## src/rtl/seg_pkg.sv

```systemverilog
// Shared seven-segment definitions for the clock display blocks.
// Patterns are active-low and packed {g,f,e,d,c,b,a}: a cleared bit lights
// that segment on the common-anode display.
// Contents: segment bus width, blank pattern, digit glyphs SEG_0..SEG_9,
// segment bit-order enum and an index-width helper.
package seg_pkg;

  localparam int SEG_W = 7;

  // Bit position of each segment inside a pattern
  typedef enum int {
    SEG_BIT_A = 0,
    SEG_BIT_B = 1,
    SEG_BIT_C = 2,
    SEG_BIT_D = 3,
    SEG_BIT_E = 4,
    SEG_BIT_F = 5,
    SEG_BIT_G = 6
  } seg_bit_e;

  localparam logic [SEG_W-1:0] SEG_BLANK = 7'h7F;
  localparam logic [SEG_W-1:0] SEG_0     = 7'h40;
  localparam logic [SEG_W-1:0] SEG_1     = 7'h79;
  localparam logic [SEG_W-1:0] SEG_2     = 7'h24;
  localparam logic [SEG_W-1:0] SEG_3     = 7'h30;
  localparam logic [SEG_W-1:0] SEG_4     = 7'h19;
  localparam logic [SEG_W-1:0] SEG_5     = 7'h12;
  localparam logic [SEG_W-1:0] SEG_6     = 7'h02;
  localparam logic [SEG_W-1:0] SEG_7     = 7'h78;
  localparam logic [SEG_W-1:0] SEG_8     = 7'h00;
  localparam logic [SEG_W-1:0] SEG_9     = 7'h10;

  // Width of a counter indexing n items; never narrower than one bit
  function automatic int idx_width(input int n);
    return (n > 1) ? $clog2(n) : 1;
  endfunction

endpackage

```

## src/rtl/seg_slot_timer.sv

```systemverilog
// Slot timer for the display scanner.
// Counts div through each digit slot and idx through the digits, holding
// both while en is low. Exposes the next-state div/idx so the caller can
// register outputs that describe the same state the timer moves into.
// Ports:
//   clk, glob_rst  clock and asynchronous active-high reset
//   en             advance enable; 0 holds div/idx
//   div_nxt        div value after this edge
//   idx_nxt        idx value after this edge
//   frame_done     registered pulse, high while state is (0,0) after a wrap
module seg_slot_timer
  import seg_pkg::*;
#(
  parameter int N_DIG    = 6,
  parameter int SCAN_DIV = 4,
  parameter int IDX_W    = idx_width(N_DIG),
  parameter int DIV_W    = idx_width(SCAN_DIV)
) (
  input  logic             clk,
  input  logic             glob_rst,
  input  logic             en,
  output logic [DIV_W-1:0] div_nxt,
  output logic [IDX_W-1:0] idx_nxt,
  output logic             frame_done
);

  logic [DIV_W-1:0] div;
  logic [IDX_W-1:0] idx;
  logic             frame_wrap;

  // Next-state: div runs 0..SCAN_DIV-1, idx steps once per div wrap and
  // itself wraps after the last digit; that double wrap marks a new frame
  always_comb begin
    div_nxt    = div;
    idx_nxt    = idx;
    frame_wrap = 1'b0;
    if (en) begin
      if (div == DIV_W'(SCAN_DIV - 1)) begin
        div_nxt = '0;
        if (idx == IDX_W'(N_DIG - 1)) begin
          idx_nxt    = '0;
          frame_wrap = 1'b1;
        end else begin
          idx_nxt = idx + IDX_W'(1);
        end
      end else begin
        div_nxt = div + DIV_W'(1);
      end
    end
  end

  // State register; frame_done is registered alongside the state it flags,
  // so the (0,0) state reached from reset never raises it
  always_ff @(posedge clk or posedge glob_rst) begin
    if (glob_rst) begin
      div        <= '0;
      idx        <= '0;
      frame_done <= 1'b0;
    end else begin
      div        <= div_nxt;
      idx        <= idx_nxt;
      frame_done <= frame_wrap;
    end
  end

endmodule

```

## src/rtl/seg_scan_drv.sv

```systemverilog
// Seven-segment scan driver for the six-digit clock display.
// Multiplexes per-digit active-low patterns onto one segment bus with
// one-hot active-low digit enables, a blank guard at the start of each
// slot to stop ghosting, and per-digit blinking.
// Ports:
//   clk, glob_rst  clock and asynchronous active-high reset
//   en             scan enable; 0 freezes the scan and blanks the display
//   seg_in         digit patterns, digit k at [7k+6:7k]
//   blink_mask     digits taking part in blinking
//   blink_tick     one-cycle pulse toggling the blink phase
//   seg_out        shared segment bus (active-low)
//   dig_en_n       digit enables (active-low, at most one low)
//   dig_idx        index of the current slot
//   frame_done     one-cycle pulse at the start of each frame
module seg_scan_drv
  import seg_pkg::*;
#(
  parameter int N_DIG       = 6,
  parameter int SCAN_DIV    = 4,
  parameter int BLANK_GUARD = 1,
  parameter int IDX_W       = idx_width(N_DIG)
) (
  input  logic                   clk,
  input  logic                   glob_rst,
  input  logic                   en,
  input  logic [SEG_W*N_DIG-1:0] seg_in,
  input  logic [N_DIG-1:0]       blink_mask,
  input  logic                   blink_tick,
  output logic [SEG_W-1:0]       seg_out,
  output logic [N_DIG-1:0]       dig_en_n,
  output logic [IDX_W-1:0]       dig_idx,
  output logic                   frame_done
);

  localparam int DIV_W = idx_width(SCAN_DIV);

  logic [DIV_W-1:0] div_nxt;
  logic [IDX_W-1:0] idx_nxt;
  logic             blink_phase;
  logic             phase_nxt;
  logic [SEG_W-1:0] seg_d;
  logic [N_DIG-1:0] dig_en_d;

  seg_slot_timer #(
    .N_DIG    (N_DIG),
    .SCAN_DIV (SCAN_DIV),
    .IDX_W    (IDX_W),
    .DIV_W    (DIV_W)
  ) u_timer (
    .clk        (clk),
    .glob_rst   (glob_rst),
    .en         (en),
    .div_nxt    (div_nxt),
    .idx_nxt    (idx_nxt),
    .frame_done (frame_done)
  );

  // A tick flips the phase on the edge it is sampled, and that same edge
  // already decodes with the new phase
  assign phase_nxt = blink_phase ^ blink_tick;

  // Blink phase register, running regardless of scan enable
  always_ff @(posedge clk or posedge glob_rst) begin
    if (glob_rst) begin
      blink_phase <= 1'b0;
    end else begin
      blink_phase <= phase_nxt;
    end
  end

  // Decode from the state being entered: blank while disabled, in the guard
  // cycles, or when the digit is blinked dark; otherwise light one digit.
  // The signed compare keeps BLANK_GUARD=0 from becoming a constant test.
  always_comb begin
    seg_d    = SEG_BLANK;
    dig_en_d = '1;
    if (en && (int'(div_nxt) >= BLANK_GUARD) &&
        !(blink_mask[idx_nxt] && phase_nxt)) begin
      seg_d             = seg_in[SEG_W*idx_nxt +: SEG_W];
      dig_en_d[idx_nxt] = 1'b0;
    end
  end

  // Output registers, loaded on the same edge as the timer state
  always_ff @(posedge clk or posedge glob_rst) begin
    if (glob_rst) begin
      seg_out  <= SEG_BLANK;
      dig_en_n <= '1;
      dig_idx  <= '0;
    end else begin
      seg_out  <= seg_d;
      dig_en_n <= dig_en_d;
      dig_idx  <= idx_nxt;
    end
  end

endmodule

```

## config.mk

```make
export PLATFORM = sky130hd
export DESIGN_NAME = seg_scan_drv
export DESIGN_NICKNAME = d
export VERILOG_FILES = /design/src/rtl/seg_pkg.sv /design/src/rtl/seg_slot_timer.sv /design/src/rtl/seg_scan_drv.sv
export SDC_FILE = /design/constraint.sdc
export NUM_CORES = 1
export LEC_CHECK = 0
export CELL_PAD_IN_SITES_DETAIL_PLACEMENT = 0
export CELL_PAD_IN_SITES_GLOBAL_PLACEMENT = 1
export CORE_MARGIN = 4
export CORE_UTILIZATION = 27
export DETAILED_ROUTE_END_ITERATION = 8
export PLACE_DENSITY = 0.78
export SETUP_SLACK_MARGIN = 0.2
export SLEW_MARGIN = 20
export SYNTH_ARGS = -nofsm -noshare
export SYNTH_HDL_FRONTEND = slang
export SYNTH_SLANG_ARGS = --single-unit
```

## constraint.sdc

```tcl
create_clock -name clk -period 1.8 [get_ports clk]
set_input_delay 0.54 -clock clk [delete_from_list [all_inputs] [get_ports clk]]
set_output_delay 0.54 -clock clk [all_outputs]
set_load 0.03 [all_outputs]
```

==> results_dict.tcl <==
set metrics [dict create \
    synth.top_cell.area_share_pct 22.2 \
    cts.clk_slew.worst_paths_ps 80 \
    powerDensity_nw_per_um2 1490 \
    ant_nets 0 \
    synth_cell_types 42 \
    status "finished, final reports clean" \
    layout.cells.non_filler 339 \
    routed_wirelength_um 5470 \
    grt_pass1_vias 1704 \
    whs_path_depth 1 \
    synth_top_area_cell "dfstp_2" \
    num-fill-cells 539 \
    die_h_um 83.6 \
    leakagePower_nw 1.04 \
    ys_ff_latch 20 \
    fin_nets 321 \
    worstSetupPathType "register to register" \
    worstSkewPairLatency_ps 260 \
    drcViolationCount 0 \
    period_share_pct 98.6 \
    mostFrequentLayoutCells "46 x clkdlybuf4s50_1, 38 x buf_4, 19 x a21oi_1" \
    fin_skew_ps 3.82 \
    netlist_area_um2 1540 \
    min_period_ps 1780 \
    grt_max_degree 21 \
    grt_overflow 0 \
    final_area_um2 2560 \
    regToRegSetupSlack_ps 20 \
    synthToLayoutAreaGrowth_pct 66.1 \
    clock.fmax_ghz 0.563 \
    hp-start "u_timer.div[1]" \
    cap_violations 0 \
    h-tree-depth 1 \
    avgSynthCellArea_um2 9.07 \
    r2r_cells 7 \
    ir_drop_mv 0.530 \
    start_util_pct 28.0 \
    pin_count 69 \
    reg2reg_to "seg_out[4]" \
    clock-root-buffer "clkbuf_8" \
    end_kind "register" \
    cts_tree "built" \
    ys_top_cells_by_area "dfstp_2 22%, dfrtp_1 11%, mux2i_1 6.5%" \
    cts.path.max_buffers 2 \
    core_area_um2 5510 \
    antenna-diode-count 0 \
    min_to "u_timer.div[1]" \
    setup_violations 0 \
    fp.dieW_um 83.6 \
    gp_congestion 0.923 \
    hold_viol 0 \
    numCtsBuffers 3 \
    drtPass1Iterations 4 \
    hold_buffers 0 \
    routedWlPerCell_um 16.1 \
    max_slew_margin_pct 71.8 \
    cp.required_ps 1960 \
    yosysWarnings 0 \
    rsz0062_at_grt "true" \
    final_common_cell "clkdlybuf4s50_1" \
    layout-drive-gt1-share_pct 37.1 \
    r2r-start "u_timer.div[0]" \
    placedCellCount 327 \
    portBuffers 68 \
    drt_iter0_drc 139 \
    dieArea_um2 6980 \
    syn_nets 223 \
    fin_setup_tns_ps 0 \
    cts.sinks 20 \
    hp-class "register to register" \
    syn-instance-count 170 \
    critPathMaxFanout 6 \
    crit_arrival_ps 1940 \
    place_area_um2 2480 \
    vias 1750 \
    worst_slew_pin_slew_ps 418 \
    rows 27 \
    dp_hpwl_um 4100 \
    antenna_found_initial 0 \
    grt.total_usage_pct 14.5 \
    grt_pass1_wl_um 8430 \
    drv_slew 0 \
    start_kind "register" \
    ys_seq_area_share_pct 33.5 \
    avgViaCountPerCell 5.16 \
]
metal layers:
metal	global-route usage [%]	vias to the layer above	routed length, um
li1	-	847	-
met1	20.0	849	2570
met2	24.3	52	2660
met3	1.58	2	198
met4	3.22	0	35
met5	0	-	0
per-stage QoR:
| step | worst slack, ps | hold WS (ps) | power [mW] | util, % |
|---|---|---|---|---|
| 2_1_floorplan | 76.5 | 492 | 2.34 | - |
| 3_5_place_dp | -464 | 513 | 3.33 | 45.1 |
| 4_1_cts | 8.77 | 532 | 3.74 | 46.0 |
| 5_1_grt | -22.9 | 557 | 4.06 | 46.5 |
| 3_3_place_gp | -448 | 504 | 3.32 | 45.1 |
| 6_report | 24.6 | 520 | 3.82 | 46.5 |
final cells by class:
cell class / count / area (um^2) / share of cell area [%]
Clock buffer: 4 / 45.0 / 1.76
Multi-Input combinational cell: 131 / 957 / 37.4
Sequential cell: 20 / 520 / 20.3
Tap cell: 72 / 90.1 / 3.52
Inverter: 3 / 11.3 / 0.440
Timing Repair Buffer: 109 / 936 / 36.6
cells by family after synthesis:
kind of cell | Yosys count | share of synthesized area (%)
AOI/OAI and AO/OA | 54 | 24.8
xor gates and xnor gates | 2 | 2.11
adders and majority gates | 1 | 0.812
buffers and inverters | 19 | 6.09
DFF | 20 | 33.5
muxes | 18 | 12.6
and+or+nand+nor | 56 | 20.1
cells in the mapped netlist (all sizes together):
| cell type | number |
|---|---|
| nand2 | 13 |
| nand3b | 2 |
| and3 | 3 |
| nand3 | 14 |
| o32ai | 1 |
| nor4bb | 1 |
| a32oi | 1 |
| nand2b | 2 |
| nor3 | 7 |
| a31oi | 1 |
| a2111oi | 1 |
| mux2 | 8 |
| a222oi | 5 |
| mux2i | 10 |
| dfrtp | 7 |
| a21oi | 19 |
| clkbuf | 5 |
| a311oi | 1 |
| a22oi | 1 |
| buf | 11 |
| nor2 | 6 |
| dfstp | 13 |
| o21ai | 8 |
| nand4 | 2 |
| xnor2 | 2 |
| a21o | 2 |
| nor4 | 2 |
| ha | 1 |
| a221oi | 6 |
| a211oi | 2 |
| inv | 3 |
| nor2b | 3 |
| and2 | 1 |
| a41o | 1 |
| o211ai | 5 |
registers in the layout (all words and copies together) (netlist names):
register            flops
blink_phase             1
u_timer.div             2
u_timer.idx             3
seg_out                 7
dig_en_n                6
u_timer.frame_done      1
worst max-delay path by stage:
stage	to	cells after the start	slack (ps)	startpoint
2_1_floorplan	seg_out[1]	8	80	u_timer.div[0]
3_3_place_gp	seg_out[1]	6	-450	en
3_5_place_dp	seg_out[0]	8	-460	blink_tick
4_1_cts	seg_out[0]	7	9	u_timer.div[1]
5_1_grt	seg_out[2]	7	-20	u_timer.div[0]
6_report	seg_out[4]	7	20	u_timer.div[0]
repair_timing:
item / CTS / global route
cloned: 0 / 0
gates resized for setup: 74 / 10
setup buffers: 7 / 1
pin swaps: 6 / 7
hold endpoints to repair: 0 / 0
setup endpoints to repair: 30 / 16
where the power goes:
| group | total [mW] | internal [mW] | switching (mW) | leakage (nW) |
|---|---|---|---|---|
| Combinational | 2.75 | 1.31 | 1.44 | 0.795 |
| Clock | 0.315 | 0.157 | 0.158 | 0.0228 |
| Sequential | 0.755 | 0.654 | 0.101 | 0.220 |
critical path, stage by stage, from the launching register on:
cell and delay [ps]:
dfrtp_1 390, ha_2 210, and2_4 190, mux2_4 210
o32ai_2 90, nor4_4 290, buf_4 190, o211ai_1 110
Power figures use the tool's default switching activity.
